===== src/rtl/affine_schedule_ctrl_if.sv =====
// Port bundle between an affine schedule controller and one unified-buffer port:
// restart/backpressure in, enable plus 3-D loop indices and status out.
interface affine_schedule_ctrl_if #(
  parameter int W = 16
);
  logic             flush;
  logic             stall;
  logic             op_en;
  logic [2:0][W-1:0] ctrl_vars;
  logic             busy;
  logic             done;

  modport master (
    input  flush,
    input  stall,
    output op_en,
    output ctrl_vars,
    output busy,
    output done
  );

  modport slave (
    output flush,
    output stall,
    input  op_en,
    input  ctrl_vars,
    input  busy,
    input  done
  );
endinterface


===== src/rtl/affine_schedule_ctrl.sv =====
// Walks a perfect [d0][d1][d2] loop nest with programmable initiation interval and
// start delay, producing the buffer-port enable and the index of each firing iteration.
module affine_schedule_ctrl #(
  parameter int W           = 16,
  parameter int EXT0        = 1,
  parameter int EXT1        = 128,
  parameter int EXT2        = 128,
  parameter int II          = 1,
  parameter int START_DELAY = 0
) (
  input  logic                   clk,
  input  logic                   rst_n,
  affine_schedule_ctrl_if.master sif
);

  typedef enum logic [1:0] {
    S_IDLE  = 2'd0,
    S_DELAY = 2'd1,
    S_RUN   = 2'd2,
    S_DONE  = 2'd3
  } state_e;

  // Bounds are held as EXTn-1 so an extent of 2^W still fits in W bits.
  localparam logic [W-1:0] ZERO_W     = {W{1'b0}};
  localparam logic [W-1:0] ONE_W      = {{(W-1){1'b0}}, 1'b1};
  localparam logic [W-1:0] LAST0      = W'(EXT0 - 1);
  localparam logic [W-1:0] LAST1      = W'(EXT1 - 1);
  localparam logic [W-1:0] LAST2      = W'(EXT2 - 1);
  localparam logic [W-1:0] II_LAST    = W'(II - 1);
  localparam logic [31:0]  DELAY_LAST = 32'(START_DELAY - 1);
  localparam bit           HAS_DELAY  = (START_DELAY != 32'sd0);

  state_e            state_q, state_d;
  logic [2:0][W-1:0] idx_q, idx_d;
  logic [W-1:0]      ii_cnt_q, ii_cnt_d;
  logic [31:0]       delay_cnt_q, delay_cnt_d;
  logic              fire_s;
  logic              at_last_s;

  assign fire_s    = (state_q == S_RUN) && (ii_cnt_q == ZERO_W) && !sif.stall;
  assign at_last_s = (idx_q[0] == LAST0) && (idx_q[1] == LAST1) && (idx_q[2] == LAST2);

  always_comb begin
    state_d     = state_q;
    idx_d       = idx_q;
    ii_cnt_d    = ii_cnt_q;
    delay_cnt_d = delay_cnt_q;
    if (sif.flush) begin
      idx_d       = {3{ZERO_W}};
      ii_cnt_d    = ZERO_W;
      delay_cnt_d = 32'd0;
      state_d     = HAS_DELAY ? S_DELAY : S_RUN;
    end else begin
      case (state_q)
        S_IDLE: begin
          state_d = S_IDLE;
        end
        S_DELAY: begin
          delay_cnt_d = delay_cnt_q + 32'd1;
          if (delay_cnt_q == DELAY_LAST) begin
            state_d = S_RUN;
          end else begin
            state_d = S_DELAY;
          end
        end
        S_RUN: begin
          if (fire_s) begin
            ii_cnt_d = (II_LAST == ZERO_W) ? ZERO_W : ONE_W;
            // The final iteration keeps its indices on the outputs instead of wrapping.
            if (at_last_s) begin
              state_d = S_DONE;
            end else if (idx_q[2] != LAST2) begin
              idx_d[2] = idx_q[2] + ONE_W;
            end else if (idx_q[1] != LAST1) begin
              idx_d[2] = ZERO_W;
              idx_d[1] = idx_q[1] + ONE_W;
            end else begin
              idx_d[2] = ZERO_W;
              idx_d[1] = ZERO_W;
              idx_d[0] = idx_q[0] + ONE_W;
            end
          end else if (ii_cnt_q == ZERO_W) begin
            ii_cnt_d = ZERO_W;
          end else if (ii_cnt_q == II_LAST) begin
            ii_cnt_d = ZERO_W;
          end else begin
            ii_cnt_d = ii_cnt_q + ONE_W;
          end
        end
        S_DONE: begin
          state_d = S_DONE;
        end
        default: begin
          state_d = S_IDLE;
        end
      endcase
    end
  end

  // State, index, interval and delay registers.
  always_ff @(posedge clk or negedge rst_n) begin
    if (!rst_n) begin
      state_q     <= S_IDLE;
      idx_q       <= {3{ZERO_W}};
      ii_cnt_q    <= ZERO_W;
      delay_cnt_q <= 32'd0;
    end else begin
      state_q     <= state_d;
      idx_q       <= idx_d;
      ii_cnt_q    <= ii_cnt_d;
      delay_cnt_q <= delay_cnt_d;
    end
  end

  assign sif.op_en     = fire_s;
  assign sif.ctrl_vars = idx_q;
  assign sif.busy      = (state_q == S_DELAY) || (state_q == S_RUN);
  assign sif.done      = (state_q == S_DONE);

endmodule


===== src/flat_wrapper.sv =====
// flat-port wrapper written by rule: the top's interface ports become plain ports
module affine_schedule_ctrl_flat 
#(
  parameter int W           = 16,
  parameter int EXT0        = 1,
  parameter int EXT1        = 128,
  parameter int EXT2        = 128,
  parameter int II          = 1,
  parameter int START_DELAY = 0
)
  (clk, rst_n, sif_flush, sif_stall, sif_op_en, sif_ctrl_vars, sif_busy, sif_done);
  affine_schedule_ctrl_if #(.W(W)) sif_i ();
  input  logic clk;
  input  logic rst_n;
  input wire logic [$bits(sif_i.flush)-1:0] sif_flush;
  input wire logic [$bits(sif_i.stall)-1:0] sif_stall;
  output wire logic [$bits(sif_i.op_en)-1:0] sif_op_en;
  output wire logic [$bits(sif_i.ctrl_vars)-1:0] sif_ctrl_vars;
  output wire logic [$bits(sif_i.busy)-1:0] sif_busy;
  output wire logic [$bits(sif_i.done)-1:0] sif_done;
  assign sif_i.flush = sif_flush;
  assign sif_i.stall = sif_stall;
  assign sif_op_en = sif_i.op_en;
  assign sif_ctrl_vars = sif_i.ctrl_vars;
  assign sif_busy = sif_i.busy;
  assign sif_done = sif_i.done;
  affine_schedule_ctrl #(.W(W), .EXT0(EXT0), .EXT1(EXT1), .EXT2(EXT2), .II(II), .START_DELAY(START_DELAY)) u_core (.clk(clk), .rst_n(rst_n), .sif(sif_i));
endmodule

===== config.mk =====
export PLATFORM = sky130hd
export DESIGN_NAME = affine_schedule_ctrl_flat
export DESIGN_NICKNAME = d
export VERILOG_FILES = /design/src/rtl/affine_schedule_ctrl_if.sv /design/src/rtl/affine_schedule_ctrl.sv /design/src/flat_wrapper.sv
export SDC_FILE = /design/constraint.sdc
export NUM_CORES = 1
export LEC_CHECK = 0
export BUFFER_PORTS_ARGS = -buffer_cell sky130_fd_sc_hd__buf_2
export CAP_MARGIN = 20
export CORE_ASPECT_RATIO = 1.2
export CORE_MARGIN = 4
export CORE_UTILIZATION = 50
export DETAILED_ROUTE_END_ITERATION = 7
export GPL_ROUTABILITY_DRIVEN = 1
export HOLD_SLACK_MARGIN = 0.02
export PLACE_DENSITY_LB_ADDON = 0.15
export SLEW_MARGIN = 40
export SYNTH_ARGS = -nofsm -noshare
export SYNTH_HDL_FRONTEND = slang
export SYNTH_SLANG_ARGS = --single-unit

===== constraint.sdc =====
create_clock -name clk -period 4.3 [get_ports clk]
set_clock_uncertainty 0.2 [all_clocks]
set_input_delay 0.215 -clock clk [delete_from_list [all_inputs] [get_ports clk]]
set_output_delay 0.215 -clock clk [all_outputs]
set_load 0.01 [all_outputs]

# Yosys cells after proc, flatten, opt, wreduce, memory -nomap -nowiden

Index checks and enable logic that the tools add are counted.

Register bits after elaboration: 98
Input bits: 4
Output and inout bits: 51
Word-level logic and storage cells: 59

$add $sub $neg: 5
Eq/ne operators: 13
Multiplexer cells: 19
Reduce and logical (&&, ||, !) cells: 16

Operators by type and width:

| cell                                                             | number |
|---|---|
| 48-bit 2-to-1 mux                                                | 4 |
| 16-bit 2-to-1 mux                                                | 7 |
| 32-bit 2-to-1 mux                                                | 3 |
| 16-bit by 1-bit adder with 16-bit output, second input constant  | 4 |
| 32-bit by 1-bit adder with 32-bit output, second input constant  | 1 |
| 16-bit by 7-bit == test with 1-bit output, second input constant | 2 |
| 32-bit == test, second input constant                            | 1 |
| 16-bit logical NOT                                               | 2 |
| 16-bit by 7-bit != test with 1-bit output, second input constant | 2 |
| 2-bit 2-to-1 mux                                                 | 4 |
| 2-bit one-hot mux with 4 select lines                            | 1 |
| 2-bit != test, second input constant                             | 3 |
| 2-bit nonzero test                                               | 3 |
| 5-bit AND reduction                                              | 1 |
| 2-bit == test, second input constant                             | 2 |
| 1-bit logical AND                                                | 4 |
| 4-bit AND reduction                                              | 1 |
| 3-bit by 2-bit != test with 1-bit output, second input constant  | 1 |
| 3-bit != test, second input constant                             | 1 |
| 3-bit AND reduction                                              | 1 |
| 2-bit by 1-bit == test with 1-bit output, second input constant  | 1 |
| 2-bit logical NOT                                                | 1 |
| 2-bit AND reduction                                              | 1 |
| 1-bit logical NOT                                                | 1 |
| 1-bit logical OR                                                 | 1 |

# Depth between registers and ports, before layout

Depth after elaboration: 7
Gate-level depth with buffers: 11
Mapped depth without buffers: 9

# Worst setup path after synthesis

OpenSTA, ideal clock, no wires.

Path type: register to register
Start point: register u_core.idx_q, in the netlist u_core.sif.ctrl_vars[16]
End point: register u_core.idx_q, in the netlist u_core.sif.ctrl_vars[15]
Library setup time: 125 ps
Arrival: 2231 ps
Path slack: 1744 ps
Cell stages (with the launch flop): 8
Buffers on the path: 0
Path through: dfrtp_1 ha_1 nand3_1 nand4bb_1 or4_1 nor2_1 and3_1 mux2_2

Longest elaborated chain between the ends: 5

Ends and longest elaborated chain:

| item                                      | line                        | text |
|---|---|---|
| from (decl)                               | affine_schedule_ctrl.sv:34  | `logic [2:0][W-1:0] idx_q, idx_d;` |
| from (signal assigned)                    | affine_schedule_ctrl.sv:104 | `idx_q <= {3{ZERO_W}};` |
| from (signal assigned)                    | affine_schedule_ctrl.sv:109 | `idx_q <= idx_d;` |
| 16-bit by 7-bit == test with 1-bit output | affine_schedule_ctrl.sv:41  | `assign at_last_s = (idx_q[0] == LAST0) && (idx_q[1] == LAST1) && (idx_q[2] == LAST2);` |
| 1-bit logical AND (2 in series)           | affine_schedule_ctrl.sv:41  |  |
| 2-bit != test (no line)                   | --                          |  |
| 5-bit AND reduction (no line) *           | --                          |  |

Every way passes the cells marked *; elsewhere a longest branch is shown, timed or not.
A chain may end at the register's enable or synchronous reset.

# Worst setup path after layout

Start point: register u_core.ii_cnt_q[0]
End point: register u_core.idx_q, in the netlist u_core.sif.ctrl_vars[32]

Longest elaborated chain between the ends: 5

Ends and longest elaborated chain:

| item                            | line                        | text |
|---|---|---|
| from (decl)                     | affine_schedule_ctrl.sv:35  | `logic [W-1:0] ii_cnt_q, ii_cnt_d;` |
| from (signal assigned)          | affine_schedule_ctrl.sv:110 | `ii_cnt_q <= ii_cnt_d;` |
| 16-bit logical NOT              | affine_schedule_ctrl.sv:40  | `assign fire_s = (state_q == S_RUN) && (ii_cnt_q == ZERO_W) && !sif.stall;` |
| 1-bit logical AND (2 in series) | affine_schedule_ctrl.sv:40  |  |
| 2-bit nonzero test (no line)    | --                          |  |
| 3-bit AND reduction (no line)   | --                          |  |

No other way between the ends.

==> results.sh <==
export IMPL_cts_sinks=98
export IMPL_die_w_um=102
export IMPL_drtIter0Drc=240
export IMPL_fmax_mhz=348
export IMPL_peakVddDrop_mv=0.216
export IMPL_cellLeakagePower_nw=2.71
export IMPL_num_vias=4339
export IMPL_rsz0062_at_grt="false"
export IMPL_slew_violations=0
export IMPL_critPathMaxFanout=13
export IMPL_num_antenna_cells=0
export IMPL_slew_headroom=0.473
export IMPL_r2r_cells=9
export IMPL_synth_area_per_cell_um2=9.19
export IMPL_dr_pass1_iters=5
export IMPL_ys_ff_latch=98
export IMPL_endpoint="u_core.sif.ctrl_vars[32]"
export IMPL_synth_top_area_frac=0.463
export IMPL_antenna_found_initial=0
export IMPL_synthFlopType="dfrtp_1"
export IMPL_synth_cells=576
export IMPL_start_util=0.521
export IMPL_drv_cap=0
export IMPL_period_minus_slack_ns=2.87
export IMPL_htreeDepth=3
export IMPL_row_count=40
export IMPL_fillers=917
export IMPL_async_reset_ff_frac=1.00
export IMPL_timing_rr_start="u_core.ii_cnt_q[0]"
export IMPL_placed_area_um2=5680
export IMPL_p_per_area_nw_per_um2=300
export IMPL_die_area_um2=12300
export IMPL_worstSkewPairLatency_ns=0.34
export IMPL_synth_edf_count=0
export IMPL_min_path_type="primary input to flip-flop"
export IMPL_min_period_over_period=0.668
export IMPL_synth_nets=591
export IMPL_nNetsFinal=643
export IMPL_io_buffers=54
export IMPL_drcViolationCount=0
export IMPL_register_area_um2=2450
export IMPL_ant_nets=0
export IMPL_clockRootBuffer="clkbuf_16"
export IMPL_final_cell_mix="98 x dfrtp_1, 86 x nor2_1, 53 x buf_2"
export IMPL_multi_input_comb_area_um2=2700
export IMPL_design_area_um2=6010
export IMPL_dp_hpwl_um=8300
export IMPL_place_gp_congestion=0.831
export IMPL_finalSetupViolations=0
export IMPL_fin_tns_setup_ns=0
export IMPL_coreArea_um2=10200
export IMPL_drt_vias_per_instance=5.72
export IMPL_synthTopCellsByArea="dfrtp_1 46%, nor2_1 6.2%, xor2_1 5.6%"
export IMPL_synth_cell_types=56
export IMPL_final_common_cell="dfrtp_1"
export IMPL_crit_start="u_core.ii_cnt_q[0]"
export IMPL_crit_type="flip-flop to flip-flop"
export IMPL_die_h_um=121
export IMPL_clk_path_buf_depth=2
export IMPL_cts_resized=0
export IMPL_wl_um=11900
export IMPL_reg2reg_slack_ns=1.43
export IMPL_grt_pass1_vias=4203
export IMPL_gr_total_overflow=0
export IMPL_io_pins=55
export IMPL_endpoint_kind="flip-flop"
export IMPL_startpoint_type="flip-flop"
export IMPL_required_ns=4.33
export IMPL_yosysWarnings=0
export IMPL_syn2layout_area_growth_pct=13.5
export IMPL_worstPathArrival_ns=2.90
export IMPL_syn_area_um2=5300
export IMPL_numCtsBuffers=9
export IMPL_rr_endpoint="u_core.sif.ctrl_vars[32]"
export IMPL_drive_gt1_frac=0.152
export IMPL_wl_per_cell_um=15.6
export IMPL_worst_slew_pin_slew_ns=0.784
export IMPL_path_clk_slew_ns=0.07
export IMPL_grt_max_degree=73
export IMPL_report_final_hold_viol_count=0
export IMPL_grt_total_usage=0.203
export IMPL_outcome="finished clean"
export IMPL_cts_tree="done"
export IMPL_grt_pass1_wl_um=20200
export IMPL_yosysSeqAreaShare=0.463
export IMPL_synth_top_cell_by_area="dfrtp_1"
[flip-flops by register name, summed over array words and instances (netlist names)]
name	count
u_core.ii_cnt_q	16
u_core.state_q	2
u_core.sif.ctrl_vars	48
u_core.delay_cnt_q	32
[layer usage]
metal | global-route usage | wire, µm
met5 | 0 | 0
met1 | 0.274 | 5470
met2 | 0.328 | 5820
met3 | 0.0306 | 401
met4 | 0.0779 | 190
[report_power, final]
part | internal (mW) | switching, mW | leakage, nW | total (mW)
Sequential | 0.923 | 0.00177 | 1.36 | 0.925
Combinational | 0.0108 | 0.0423 | 1.19 | 0.0532
Clock | 0.474 | 0.348 | 0.155 | 0.822
[cells in the mapped netlist (13+ instances only)]
cell / n
nand4_1: 16
dfrtp_1: 98
o31ai_1: 13
nand3_1: 42
clkbuf_1: 14
nor3_1: 17
and3_1: 16
xnor2_1: 20
o21ai_0: 40
nand2_1: 45
inv_1: 14
nor2_1: 87
xor2_1: 34
[timing repair]
| item | 4_1_cts | 5_1_grt |
|---|---|---|
| hold buffers | 1 | 0 |
| buffers inserted | 0 | 0 |
| hold endpoints to repair | 71 | 0 |
[area by class of cell]
| type | instances | area share |
|---|---|---|
| timing repair buffer | 61 | 0.0552 |
| sequential | 98 | 0.408 |
| multi-input combinational | 444 | 0.450 |
| clock inverter | 2 | 0.00291 |
| tap | 126 | 0.0262 |
| clock buffer | 14 | 0.0489 |
| inverter | 14 | 0.00874 |
[critical path: stages (launching register included)]
cell and delay, ns:
dfrtp_1 0.43, inv_1 0.08, ha_1 0.13, nor4b_2 0.21
nand4_2 0.23, or2_1 0.38, inv_1 0.33, o21ai_0 0.26
and2_1 0.23, mux2_2 0.26
[cell families (layout without fill, tap and decap cells)]
family | count (synthesis) | after routing | share of synthesized area
AO/OA/AOI/OAI | 83 | 83 | 0.0955
XOR/XNOR | 54 | 54 | 0.0893
adder cells (fa/ha/maj) | 11 | 11 | 0.0260
buffers and inverters | 34 | 91 | 0.0288
flip-flops | 98 | 98 | 0.463
multiplexers | 5 | 5 | 0.00992
AND/OR/NAND/NOR | 291 | 291 | 0.287
[worst min path at each step]
| stage | from | depth (start not counted) | to |
|---|---|---|---|
| 6_report | sif_flush | 3 | u_core.sif.ctrl_vars[5] |
| 4_1_cts | sif_flush | 3 | u_core.sif.ctrl_vars[5] |
| 2_1_floorplan | rst_n | 0 | u_core.delay_cnt_q[0] |
| 3_3_place_gp | rst_n | 1 | u_core.delay_cnt_q[17] |
| 5_1_grt | sif_flush | 3 | u_core.sif.ctrl_vars[5] |
| 3_5_place_dp | rst_n | 1 | u_core.delay_cnt_q[17] |
[metrics by stage]
step	std cells	power [mW]	util	hold WS (ns)	setup WS [ns]
4_1_cts	759	1.82	0.590	0.125	1.47
6_report	759	1.80	0.592	0.154	1.43
3_5_place_dp	742	0.997	0.559	0.0764	1.47
3_3_place_gp	742	0.995	0.558	0.213	1.52
5_1_grt	759	1.87	0.592	0.166	1.19
2_1_floorplan	576	0.967	-	-0.281	1.74
No activity file was read; power rests on OpenSTA's default activity.
